File: config.mk
export PLATFORM = sky130hd
export DESIGN_NAME = ex_operand_stage
export DESIGN_NICKNAME = d
export VERILOG_FILES = /design/src/rtl/ex_operand_pkg.sv /design/src/rtl/ex_operand_stage_fwd_mux.sv /design/src/rtl/ex_operand_stage.sv
export SDC_FILE = /design/constraint.sdc
export NUM_CORES = 1
export LEC_CHECK = 0
export ABC_AREA = 0
export ABC_CLOCK_PERIOD_IN_PS = 4250
export CAP_MARGIN = 15
export CORE_MARGIN = 2
export CORE_UTILIZATION = 45
export CTS_CLUSTER_DIAMETER = 80
export CTS_CLUSTER_SIZE = 10
export DETAILED_ROUTE_END_ITERATION = 8
export DONT_BUFFER_PORTS = 1
export PLACE_DENSITY_LB_ADDON = 0.3
export REMOVE_ABC_BUFFERS = 1
export SYNTH_ARGS = -nofsm -noshare
export SYNTH_HDL_FRONTEND = slang
export SYNTH_SLANG_ARGS = --single-unit
File: constraint.sdc
create_clock -name clk -period 4.25 [get_ports clk]
set_input_delay 0.85 -clock clk [delete_from_list [all_inputs] [get_ports clk]]
set_output_delay 0.85 -clock clk [all_outputs]
set_load 0.05 [all_outputs]
File: src/rtl/ex_operand_pkg.sv
// Shared definitions for the ID/EX operand stage: control-bit layout,
// forward-select encoding and the ID/EX pipeline register record.
package ex_operand_pkg;

    localparam int ALU_OP_W = 6;
    localparam int ID_CTRL_W = 7;
    localparam int EX_CTRL_W = 4;

    // Bit positions inside id_ctrl
    localparam int CTRL_USE_RS     = 6;
    localparam int CTRL_USE_RT     = 5;
    localparam int CTRL_ALU_SRC    = 4;
    localparam int CTRL_REG_WRITE  = 3;
    localparam int CTRL_MEM_READ   = 2;
    localparam int CTRL_MEM_WRITE  = 1;
    localparam int CTRL_MEM_TO_REG = 0;

    // Bit positions inside ex_ctrl (the low four id_ctrl bits, same order)
    localparam int EX_REG_WRITE  = 3;
    localparam int EX_MEM_READ   = 2;
    localparam int EX_MEM_WRITE  = 1;
    localparam int EX_MEM_TO_REG = 0;

    typedef enum logic [1:0] {
        FWD_REG = 2'd0,
        FWD_MEM = 2'd1,
        FWD_WB  = 2'd2
    } fwd_sel_e;

    typedef struct packed {
        logic                 valid;
        logic [4:0]           rs;
        logic [4:0]           rt;
        logic [4:0]           waddr;
        logic [31:0]          rs_data;
        logic [31:0]          rt_data;
        logic [31:0]          imm;
        logic [ALU_OP_W-1:0]  alu_ctrl;
        logic                 alu_src;
        logic [EX_CTRL_W-1:0] ctrl;
    } id_ex_t;

    // EX/MEM wins over WB; register 0 is hard-wired and never forwarded.
    function automatic fwd_sel_e fwd_select(
        input logic [4:0] src_addr,
        input logic       mem_we,
        input logic [4:0] mem_addr,
        input logic       wb_we,
        input logic [4:0] wb_addr
    );
        if (mem_we && (mem_addr != 5'd0) && (mem_addr == src_addr))
            return FWD_MEM;
        else if (wb_we && (wb_addr != 5'd0) && (wb_addr == src_addr))
            return FWD_WB;
        else
            return FWD_REG;
    endfunction

endpackage

File: src/rtl/ex_operand_stage_fwd_mux.sv
// Operand forwarding: picks EX/MEM result, WB data or the latched value.
module fwd_mux
    import ex_operand_pkg::*;
(
    input  logic [4:0]  src_addr,
    input  logic [31:0] src_data,
    input  logic        mem_we,
    input  logic [4:0]  mem_addr,
    input  logic [31:0] mem_data,
    input  logic        wb_we,
    input  logic [4:0]  wb_addr,
    input  logic [31:0] wb_data,
    output logic [31:0] out_data
);

    fwd_sel_e sel;

    // Select the youngest producer of src_addr and steer its data out
    always_comb begin
        // NOTE: every output of a combinational block gets a default first so no latch is inferred.
        out_data = src_data;
        sel      = fwd_select(src_addr, mem_we, mem_addr, wb_we, wb_addr);
        case (sel)
            FWD_MEM: out_data = mem_data;
            FWD_WB:  out_data = wb_data;
            default: out_data = src_data;
        endcase
    end

endmodule

File: src/rtl/ex_operand_stage.sv
// ID/EX pipeline register with load-use stall detection, WB write-through
// at capture, and EX-stage operand forwarding.
module ex_operand_stage
    import ex_operand_pkg::*;
(
    input  logic                  clk,
    input  logic                  rst,
    input  logic                  id_valid,
    input  logic [4:0]            id_rs,
    input  logic [4:0]            id_rt,
    input  logic [4:0]            id_waddr,
    input  logic [31:0]           id_rs_data,
    input  logic [31:0]           id_rt_data,
    input  logic [31:0]           id_imm,
    input  logic [ALU_OP_W-1:0]   id_alu_ctrl,
    input  logic [ID_CTRL_W-1:0]  id_ctrl,
    input  logic                  flush,
    input  logic                  mem_fwd_we,
    input  logic [4:0]            mem_fwd_addr,
    input  logic [31:0]           mem_fwd_data,
    input  logic                  wb_we,
    input  logic [4:0]            wb_addr,
    input  logic [31:0]           wb_data,
    output logic                  stall_id,
    output logic                  ex_valid,
    output logic [31:0]           ex_a,
    output logic [31:0]           ex_b,
    output logic [4:0]            ex_sa,
    output logic [ALU_OP_W-1:0]   ex_alu_ctrl,
    output logic [31:0]           ex_store_data,
    output logic [4:0]            ex_waddr,
    output logic [EX_CTRL_W-1:0]  ex_ctrl
);

    id_ex_t      id_ex_q, id_ex_d;
    logic        load_use;
    logic        bubble;
    logic [31:0] fwd_rt;

    // Load-use hazard: a load in EX whose destination is a source needed in ID
    always_comb begin
        load_use = id_ex_q.valid && id_ex_q.ctrl[EX_MEM_READ] && (id_ex_q.waddr != 5'd0) &&
                   ((id_ctrl[CTRL_USE_RS] && (id_rs == id_ex_q.waddr)) ||
                    (id_ctrl[CTRL_USE_RT] && (id_rt == id_ex_q.waddr)));
        stall_id = load_use && id_valid && !flush;
        bubble   = flush || stall_id || !id_valid;
    end

    // Next ID/EX contents: all-zero bubble, or ID fields with WB write-through
    always_comb begin
        id_ex_d = '0;
        if (!bubble) begin
            id_ex_d.valid    = 1'b1;
            id_ex_d.rs       = id_rs;
            id_ex_d.rt       = id_rt;
            id_ex_d.waddr    = id_waddr;
            id_ex_d.imm      = id_imm;
            id_ex_d.alu_ctrl = id_alu_ctrl;
            id_ex_d.alu_src  = id_ctrl[CTRL_ALU_SRC];
            id_ex_d.ctrl     = id_ctrl[CTRL_REG_WRITE:CTRL_MEM_TO_REG];
            id_ex_d.rs_data  = (wb_we && (wb_addr != 5'd0) && (wb_addr == id_rs)) ? wb_data : id_rs_data;
            id_ex_d.rt_data  = (wb_we && (wb_addr != 5'd0) && (wb_addr == id_rt)) ? wb_data : id_rt_data;
        end
    end

    // ID/EX register with synchronous reset
    always_ff @(posedge clk) begin
        // NOTE: flops take non-blocking assignments so every register samples pre-edge values.
        if (rst)
            id_ex_q <= '0;
        else
            id_ex_q <= id_ex_d;
    end

    fwd_mux u_fwd_rs (
        .src_addr (id_ex_q.rs),
        .src_data (id_ex_q.rs_data),
        .mem_we   (mem_fwd_we),
        .mem_addr (mem_fwd_addr),
        .mem_data (mem_fwd_data),
        .wb_we    (wb_we),
        .wb_addr  (wb_addr),
        .wb_data  (wb_data),
        .out_data (ex_a)
    );

    fwd_mux u_fwd_rt (
        .src_addr (id_ex_q.rt),
        .src_data (id_ex_q.rt_data),
        .mem_we   (mem_fwd_we),
        .mem_addr (mem_fwd_addr),
        .mem_data (mem_fwd_data),
        .wb_we    (wb_we),
        .wb_addr  (wb_addr),
        .wb_data  (wb_data),
        .out_data (fwd_rt)
    );

    assign ex_valid      = id_ex_q.valid;
    assign ex_b          = id_ex_q.alu_src ? id_ex_q.imm : fwd_rt;
    assign ex_store_data = fwd_rt;
    assign ex_sa         = id_ex_q.imm[10:6];
    assign ex_alu_ctrl   = id_ex_q.alu_ctrl;
    assign ex_waddr      = id_ex_q.waddr;
    assign ex_ctrl       = id_ex_q.ctrl;

endmodule

==> impl_metrics.ini <==
[logic_synthesis]
synth_top_flop_cell = sky130_fd_sc_hd__dfxtp_1
synth_xor_area_share_pct = 5.32
postSynth.asyncResetShare_pct = 0
synth.yosys.warnings = 0
mappedNetlistArea_um2 = 6590
synth-compound-area-share_pct = 14.7
netlist_top_cells_area = sky130_fd_sc_hd__dfxtp_1 37%, sky130_fd_sc_hd__mux2i_1 9.7%, sky130_fd_sc_hd__nor2_1 9.3%
synth.area.mux_share_pct = 9.72
postSynthRegisterBits = 123
synth_adder_area_share_pct = 0
yosysUniqueCellTypes = 38
number_of_synthesized_flops_with_an_enable_pin = 0
yosys.area.top_type = sky130_fd_sc_hd__dfxtp_1
synth-simple-area-share_pct = 25.7
syn_inst = 787
synth.avg_cell_area_um2 = 8.37
synth_sequential_area_ratio_pct = 37.4
synth_top_area_share_pct = 37.4
synth_top_family_by_area = simple AND/OR/NAND/NOR gates

[clock_network]
clk-insertion-delay-late_ns = 0.42
tritoncts_clock_tree = yes
hold_buffers = 0
cts_root_buf = sky130_fd_sc_hd__clkbuf_16
post_cts_resize_count = 0
post-cts-setup-buffers = 0
clock_tree.buffer_depth = 2
clk_transition_reported_paths_ns = 0.06
ctsHtreeMaxLevel = 4
clock-sinks = 123
cts_made_buffers = 17

[placement]
io_buffers = 0
place.detailed.hpwl_um = 14700
place.gp.congestion = 0.871

[floorplan]
number_of_core_rows = 44
die-height_um = 125
fp.dieW_um = 125
dieArea_um2 = 15600
floorplan.initialDensity_pct = 45.7
io-pin-count = 322
core_area_um2 = 14400

[global_route]
grt_pass1_wl_um = 32500
grt_start_max_net_pins = 65
vias_in_the_first_global_route = 6162
grt-ovfl-total = 0
grt_usage_pct = 26.2
antenna_found_initial = 0

[worst_setup_path]
worstSetupEndpointType = primary output
cp_max_fo = 24
worstPathArrival_ns = 3.01
cp-start-kind = primary input
cp.required_ns = 3.40
criticalPathCategory = in -> out
worst-r2r-cell-count = 6

[layout]
area_delta_synth_final_pct = 21.3
area_occupied_by_multi_input_gates_um2 = 3870
num-nets-final = 1041
fillers = 1287
ff_latch_area_um2 = 2460
drive_above_1_share_pct = 26.1

[route]
routedWlPerCell_um = 20.2
avgViaCountPerCell = 5.83
finalWirelength_um = 20900
detail_route.first_pass.iterations = 5
route.vias.total = 6030
detailedRoute.firstIterationViolations = 277
detail_route.drc_violations = 0
antenna_left = 0

[power]
max-vdd-ir-drop_mv = 0.311
power_w = 0.00300
power_density_nw_per_um2 = 375
static-leakage-power_nw = 3.24

[worst_hold_path]
min_path_type = in -> reg
worstHoldPathCells = 1

[sta]
timing.final.hold_violations = 0
setup_viol = 0
period_minus_slack_ns = 3.86
final-max-slew-violation-count = 0
fmaxAchievable_ghz = 0.259
final.setup.tns_ns = 0
worst-slew-pin-transition_ns = 0.932
rsz0062_at_grt = no
timing.clock.skew_ns = 0.0164
final_min_period_over_clock_period_pct = 90.8
max_slew_margin_pct = 37.7

[outcome]
status = finished, final reports clean

[flow_run]
cap_violations = 0
==> layout make-up <==
| cell class | instances | area share [%] |
|---|---|---|
| diodes | 1 | 0.0313 |
| flip-flops and latches | 123 | 30.8 |
| clock inverters | 15 | 1.47 |
| clock buffers | 17 | 5.32 |
| well taps | 184 | 2.88 |
| multi-input cells | 578 | 48.4 |
| repair buffers | 116 | 11.0 |
| inverters | 1 | 0.0469 |
==> cell families (layout without fill, tap and decap cells) <==
kind of cell | Yosys count | in the layout
mux | 64 | 64
simple gates | 370 | 370
flops | 123 | 123
xor+xnor | 40 | 40
buf+inv | 86 | 149
compound gates | 104 | 104
other cells | 0 | 1
==> where the power goes <==
group | switching (W) | internal [W] | total [W]
combinational | 0.000294 | 0.000156 | 0.000450
sequential | 0.0000364 | 0.00119 | 0.00122
clock | 0.000576 | 0.000752 | 0.00133
total | 0.000906 | 0.00209 | 0.00300
==> worst paths after layout <==
check,from,to,slack [ns]
min reg2reg,ex_valid$_SDFF_PP0_,id_ex_q[68]$_SDFF_PP0_,1.30
min,id_waddr[2],ex_waddr[2]$_SDFF_PP0_,0.55
max,wb_addr[0],ex_b[27],0.39
max reg2reg,ex_waddr[3]$_SDFF_PP0_,id_ex_q[103]$_SDFF_PP0_,1.58
==> cell usage after synthesis, types with 3 or more instances <==
cell and count:
sky130_fd_sc_hd__or4_1 3, sky130_fd_sc_hd__clkbuf_1 35, sky130_fd_sc_hd__buf_1 6, sky130_fd_sc_hd__buf_6 8, sky130_fd_sc_hd__buf_2 15, sky130_fd_sc_hd__nand2_1 96, sky130_fd_sc_hd__nand3_1 4, sky130_fd_sc_hd__and3_1 33
sky130_fd_sc_hd__dfxtp_1 123, sky130_fd_sc_hd__a221oi_2 30, sky130_fd_sc_hd__a31oi_1 32, sky130_fd_sc_hd__and2_1 58, sky130_fd_sc_hd__xor2_1 20, sky130_fd_sc_hd__mux2i_1 64, sky130_fd_sc_hd__xnor2_1 20, sky130_fd_sc_hd__buf_4 20
sky130_fd_sc_hd__nor4_1 3, sky130_fd_sc_hd__nor2_1 163, sky130_fd_sc_hd__o31ai_1 32
==> sequential cells by signal, indices dropped and copies added, names as in the netlist <==
name         count
ex_ctrl          4
ex_waddr         5
ex_sa            5
ex_alu_ctrl      6
ex_valid         1
id_ex_q        102
==> layer usage <==
layer  part of all wire (%)  vias up  global-route usage (%)
li1                       -     2778                       -
met1                     38     2865                    29.0
met2                     51      347                    46.0
met3                    9.1       40                    8.81
met4                    2.5        0                    10.8
met5                      0        -                       0
==> placed cells by master (no fill, tap or decap), drive strengths merged <==
cell type    n
mux2i       64
dfxtp      123
clkinv       7
xor2        20
clkbuf      17
o211a        1
a32oi        1
nor4         5
diode        1
a221oi      32
a31oi       32
clkinvlp     5
o31ai       32
o211ai       1
o21a         1
o2111ai      1
nand3        4
and4b        1
xnor2       20
nor2       163
and3        33
nor3b        1
nand2       96
buf        116
nor3         1
inv          4
or2          1
or4          4
o21ai        3
and2        59
nand4        2
==> critical path, cell delays in order <==
cell                       delay (ns)
sky130_fd_sc_hd__or4_4           0.54
sky130_fd_sc_hd__nor2_1          0.10
sky130_fd_sc_hd__and4b_2         0.52
sky130_fd_sc_hd__buf_4           0.31
sky130_fd_sc_hd__a221oi_2        0.34
sky130_fd_sc_hd__o31ai_2         0.11
sky130_fd_sc_hd__buf_4           0.22
==> metrics by stage <==
| step | hold slack, ns | setup WS (ns) | cell area, um2 | instances | utilization (%) |
|---|---|---|---|---|---|
| after floorplan | 0.972 | -1.08 | 6120 | 702 | - |
| after global placement | 0.972 | 0.479 | 7450 | 1002 | 51.7 |
| after detailed placement | 0.975 | 0.401 | 7450 | 1002 | 51.7 |
| after CTS | 0.531 | 0.404 | 7990 | 1034 | 55.4 |
| after global routing | 0.533 | 0.238 | 7990 | 1034 | 55.4 |
| final | 0.550 | 0.391 | 8000 | 1035 | 55.4 |
Note: power is estimated with default switching activity, not from simulation.
